**src/rtl/output_framebuffer_ram.sv**
```systemverilog
// output_framebuffer_ram: simple-dual-port pixel buffer with byte enables, 1/2-stage read pipe,
// defined collision behaviour and a hardware clear sweep.
module output_framebuffer_ram #(
    parameter int                    DATA_WIDTH     = 32,
    parameter int                    ADDR_WIDTH     = 7,
    parameter int                    DEPTH          = 128,
    parameter int                    READ_LATENCY   = 1,
    parameter int                    COLLISION_MODE = 0,
    parameter int                    CLEAR_ON_RESET = 1,
    parameter logic [DATA_WIDTH-1:0] CLEAR_VALUE    = '0
) (
    input  logic                    clk,
    input  logic                    n_rst,
    input  logic                    wr_en,
    input  logic [ADDR_WIDTH-1:0]   wr_addr,
    input  logic [DATA_WIDTH-1:0]   wr_data,
    input  logic [DATA_WIDTH/8-1:0] wr_be,
    input  logic                    rd_en,
    input  logic [ADDR_WIDTH-1:0]   rd_addr,
    output logic [DATA_WIDTH-1:0]   rd_data,
    output logic                    rd_valid,
    output logic                    ready,
    input  logic                    clear_req,
    output logic                    clear_busy,
    output logic                    addr_err
);
    localparam int                    NB     = DATA_WIDTH / 8;
    localparam logic [ADDR_WIDTH:0]   DEPTH_X = (ADDR_WIDTH + 1)'(DEPTH);
    localparam logic [ADDR_WIDTH-1:0] LAST   = ADDR_WIDTH'(DEPTH - 1);

    typedef enum logic {IDLE, CLEAR} state_t;

    state_t                  state_q, state_d;
    logic [ADDR_WIDTH-1:0]   ptr_q, ptr_d;
    logic [DATA_WIDTH-1:0]   mem [DEPTH];
    logic                    p_valid_q, p_err_q;
    logic [DATA_WIDTH-1:0]   p_data_q;
    logic                    rd_valid_q, rd_valid_d;
    logic                    addr_err_q, addr_err_d;
    logic [DATA_WIDTH-1:0]   rd_data_q, rd_data_d;
    logic                    wr_ok, wr_bad, rd_acc, rd_ok, rd_bad, collide;
    logic                    out_v, out_e;
    logic [DATA_WIDTH-1:0]   rd_word, merged, rd_sel, out_d;

    assign ready      = (state_q == IDLE);
    assign clear_busy = (state_q == CLEAR);
    assign rd_data    = rd_data_q;
    assign rd_valid   = rd_valid_q;
    assign addr_err   = addr_err_q;

    assign wr_ok   = wr_en & ready & ({1'b0, wr_addr} < DEPTH_X);
    assign wr_bad  = wr_en & ready & ~({1'b0, wr_addr} < DEPTH_X);
    assign rd_acc  = rd_en & ready;
    assign rd_ok   = rd_acc & ({1'b0, rd_addr} < DEPTH_X);
    assign rd_bad  = rd_acc & ~({1'b0, rd_addr} < DEPTH_X);
    assign collide = (COLLISION_MODE == 1) && wr_ok && (wr_addr == rd_addr);
    assign rd_word = mem[rd_addr];

    // Write-first view of the read word, only used on a same-address collision
    always_comb begin
        merged = rd_word;
        for (int i = 0; i < NB; i++)
            merged[8*i +: 8] = wr_be[i] ? wr_data[8*i +: 8] : rd_word[8*i +: 8];
    end

    assign rd_sel = rd_ok ? (collide ? merged : rd_word) : '0;
    assign out_v  = (READ_LATENCY == 2) ? p_valid_q : rd_acc;
    assign out_d  = (READ_LATENCY == 2) ? p_data_q  : rd_sel;
    assign out_e  = (READ_LATENCY == 2) ? p_err_q   : rd_bad;

    always_comb begin
        rd_valid_d = out_v;
        rd_data_d  = out_v ? out_d : rd_data_q;
        addr_err_d = wr_bad | (out_v & out_e);
        state_d    = state_q;
        ptr_d      = ptr_q;
        if (state_q == IDLE) begin
            state_d = clear_req ? CLEAR : IDLE;
            ptr_d   = '0;
        end else begin
            state_d = (ptr_q == LAST) ? IDLE : CLEAR;
            ptr_d   = (ptr_q == LAST) ? '0 : ptr_q + 1'b1;
        end
    end

    always_ff @(posedge clk or negedge n_rst) begin
        if (!n_rst) begin
            state_q    <= (CLEAR_ON_RESET == 1) ? CLEAR : IDLE;
            ptr_q      <= '0;
            p_valid_q  <= 1'b0;
            p_err_q    <= 1'b0;
            p_data_q   <= '0;
            rd_valid_q <= 1'b0;
            rd_data_q  <= '0;
            addr_err_q <= 1'b0;
        end else begin
            state_q    <= state_d;
            ptr_q      <= ptr_d;
            p_valid_q  <= rd_acc;
            p_err_q    <= rd_bad;
            p_data_q   <= rd_sel;
            rd_valid_q <= rd_valid_d;
            rd_data_q  <= rd_data_d;
            addr_err_q <= addr_err_d;
        end
    end

    // Array is never reset; the clear sweep owns the write port while it runs
    always_ff @(posedge clk) begin
        if (n_rst && state_q == CLEAR)
            mem[ptr_q] <= CLEAR_VALUE;
        else if (n_rst && wr_ok)
            for (int i = 0; i < NB; i++)
                if (wr_be[i]) mem[wr_addr][8*i +: 8] <= wr_data[8*i +: 8];
    end
endmodule

```
**config.mk**
```make
export PLATFORM = sky130hd
export DESIGN_NAME = output_framebuffer_ram
export DESIGN_NICKNAME = d
export VERILOG_FILES = /design/src/rtl/output_framebuffer_ram.sv
export SDC_FILE = /design/constraint.sdc
export NUM_CORES = 2
export LEC_CHECK = 0
export ABC_AREA = 1
export CAP_MARGIN = 20
export CORE_MARGIN = 4
export CORE_UTILIZATION = 55
export DETAILED_ROUTE_END_ITERATION = 10
export PLACE_DENSITY = 0.77
export SYNTH_ARGS = -nofsm -noshare
export SYNTH_HDL_FRONTEND = slang
export SYNTH_SLANG_ARGS = --single-unit
export TNS_END_PERCENT = 20
```
**constraint.sdc**
```tcl
create_clock -name clk -period 12.35 [get_ports clk]
set_input_delay 2.47 -clock clk [delete_from_list [all_inputs] [get_ports clk]]
set_output_delay 2.47 -clock clk [all_outputs]
set_load 0.05 [all_outputs]
```
==> reports/results.txt <==
outcome -> complete, no violations
GPL Wtd Cong -> 0.978
Seq pwr share -> 52.9%
Int Power -> 22.4 mW
worst-margin pin slew -> 1.17 ns
Mean Syn Cell Area -> 11.8 um2
First-pass DRT Iterations -> 8
clock root buffer -> clkbuf_16
Final ANT Viol Nets -> 0
Comb pwr share -> 5.4%
Pwr Density -> 156 mW/mm2
final layout net count -> 13900
post-synth cell types -> 24
Max Freq -> 146 MHz
Setup WS pre-CTS -> 4.64 ns
Syn Inst Count -> 14200
worst min-delay path category -> reg -> reg
crit-path max FO -> 43
CTS clk-pin slew, worst paths -> 0.06 ns
cell mode on critical path -> buf_4
gr usage total -> 29.6%
Worst-Skew Late Latency -> 0.95 ns
maxcap violations -> 0
number of port buffers -> 89
cts hold-fix bufs -> 0
Yosys reg bits -> 4137
Final Slew Violations -> 0
TritonCTS Buffers -> 392
H-tree levels -> 5
Initial Utilization -> 55.2%
Final Power -> 28.7 mW
Final Cycle Share -> 55.4%
Fin Setup TNS -> 0 ns
final setup vio count -> 0
RSZ-0062 raised after global routing -> false
Die Span Y -> 559 um
Worst Path Buf+Inv -> 7
number of remaining DRC errors -> 0
post-synthesis sequential area ratio -> 74.2%
Pleak -> 61.9 nW
clock group share of total power -> 41.6%
DIE WIDTH -> 559 um
fraction of layout cells with a size suffix above 1 -> 5.51%
Largest delay share family, worst path -> simple AND/OR/NAND/NOR gates
Slew HR -> 22.1%
total wire length -> 475000 um
initial antenna violation count -> 15
vias per cell -> 6.22
minimum clock period after layout -> 6.84 ns
cts repair resizes -> 0
Critical Path AT -> 7.40 ns
main area contributors after synthesis -> edfxtp_1, nand3_1, nand2_1
HPWL after DPL -> 283000 um
Post-Syn Area -> 0.167 mm2
wire per inst -> 26.2 um
buffers inserted by post-CTS timing repair -> 0
Crit. End Element -> register
CTS tree -> yes
Final Instance Area -> 0.184 mm2
first-pass GRT wire length -> 692000 um
total grt overflow -> 0
Synth area leader -> edfxtp_1
post-synth net total -> 14200
critical hold path startpoint -> rd_data[0]
critical path, cell by cell -> buf_2 > buf_4 > nand3_1 > inv_2 > o21ai_0 > nand2_1 > buf_4 > clkinv_2 > buf_4 > or2_1 > o21ai_2 > inv_2 > nor2_4 > nand2_1 > nor2_1
DR vias -> 113000
Worst setup SP type -> primary input
setup slack after layout -> 5.51 ns
clock sinks -> 4137
placement row count -> 202
crit path kind -> in -> reg
area growth from synthesis to layout -> 9.84%
initial DRC count -> 18700
die area -> 0.313 mm2
Placed Area -> 0.171 mm2
Core ar. -> 0.303 mm2
RR Startpoint -> clear_busy
# IOs -> 91
clk_skew -> 0.0488 ns
number of fill cells -> 22300
clock buffer depth -> 4
Switching Share -> 22.1%
Synth top area share -> 73.6%
CP required -> 12.91 ns
Max VDD drop -> 0.000178 V
Syn. warnings -> 0
CP Launch Point -> n_rst
P_sw -> 6.34 mW
Final Hold Vio Count -> 0
vias in the first global route -> 107000
largest net degree at the start of global routing -> 226
slowest cell on the critical path -> nor2_1
Largest stage delay, worst path -> 0.78 ns
final timing paths:
kind,end,slack (ns),depth (start not counted)
setup / recovery,mem[114][7],5.51,15
hold / removal,rd_data[0],0.49,2
setup reg to reg,mem[49][14],7.20,15
hold reg to reg,rd_data[0],0.49,2
max in group asynchronous,rd_data[8],10.21,2
min in group asynchronous,rd_valid,1.64,2
tightest hold or removal path, stage by stage (launching register included):
cell and delay (ns):
dfrtp_1 0.35, nand2_1 0.06, nand2_1 0.06
per-stage QoR:
step           hold WS, ns  cells  util (%)
4_1_cts              0.490  18100      60.6
5_1_grt              0.532  18200      60.6
3_3_place_gp         0.475  17400      56.4
3_5_place_dp         0.474  17400      56.4
2_1_floorplan        0.477  14200         -
6_report             0.491  18200      60.6
metal layers:
metal / share of wire [%] / GRT usage (%)
met1: 34 / 37.8
met2: 46 / 45.7
met3: 13 / 7.14
met4: 7.6 / 18.8
met5: 0.0095 / 0
synthesized netlist by cell type:
cell type  number
buf_4          10
ha_1            1
o21ai_1         7
buf_2         134
dfstp_2         1
or2_1           4
nand3_1      4036
edfxtp_1     4096
xor2_1          1
xnor2_1         1
nor2_4          4
o21ai_2         1
nor2_2         19
buf_1         184
dfrtp_1        40
nor2_1        552
inv_1          50
nor3b_1         1
a21oi_1         2
conb_1          1
o21ai_0         2
inv_2           9
nand2_1      4383
clkbuf_1      647
placed cells by master, fill, tap and decap left out, types with 5 or more instances in the layout:
cell type and n:
diode_2 22, buf_4 127, o21ai_1 7, nor2_4 36
inv_2 5, inv_1 44, nand2_1 4382, clkinvlp_4 21
inv_16 8, clkinv_1 95, nand3_1 4036, clkinv_2 67
buf_12 22, bufinv_16 41, clkdlybuf4s50_1 82, nor2_2 19
buf_8 6, inv_6 13, clkbuf_1 71, clkbuf_16 397
nor2_1 520, inv_8 5, edfxtp_1 4096, dfrtp_1 40
registers in the layout, indices dropped and copies added (netlist names):
name	cells
mem	4096
rd_data	32
ptr_q	7
clear_busy	1
rd_valid	1
power by group through the flow:
stage / logic [mW] / clock network, mW / registers [mW]
6_report: 1.56 / 11.9 / 15.2
4_1_cts: 1.50 / 12.0 / 15.2
5_1_grt: 1.67 / 12.6 / 15.2
2_1_floorplan: 0.976 / 0 / 15.5
3_3_place_gp: 1.46 / 0 / 15.5
3_5_place_dp: 1.49 / 0 / 15.5
kinds of logic after synthesis:
logic type                 count (synthesis)  share of synthesized area [%]
AOI/OAI and AO/OA                         12                         0.0382
xor gates and xnor gates                   2                         0.0105
adders and majority gates                  1                        0.00749
buffers and inverters                   1034                           2.45
DFF                                     4137                           74.2
other                                      1                        0.00224
and+or+nand+nor                         8999                           23.3
area by class of cell:
class | instances | area, um2 | area share, %
diodes | 22 | 55.1 | 0.0300
clock buffers | 469 | 10200 | 5.56
clock inverters | 246 | 2380 | 1.30
inverters | 59 | 275 | 0.150
multi-input cells | 9015 | 39300 | 21.4
flip-flops and latches | 4137 | 124000 | 67.6
well taps | 3978 | 4980 | 2.71
repair buffers | 241 | 2380 | 1.29
(Power assumes the default switching activity.)
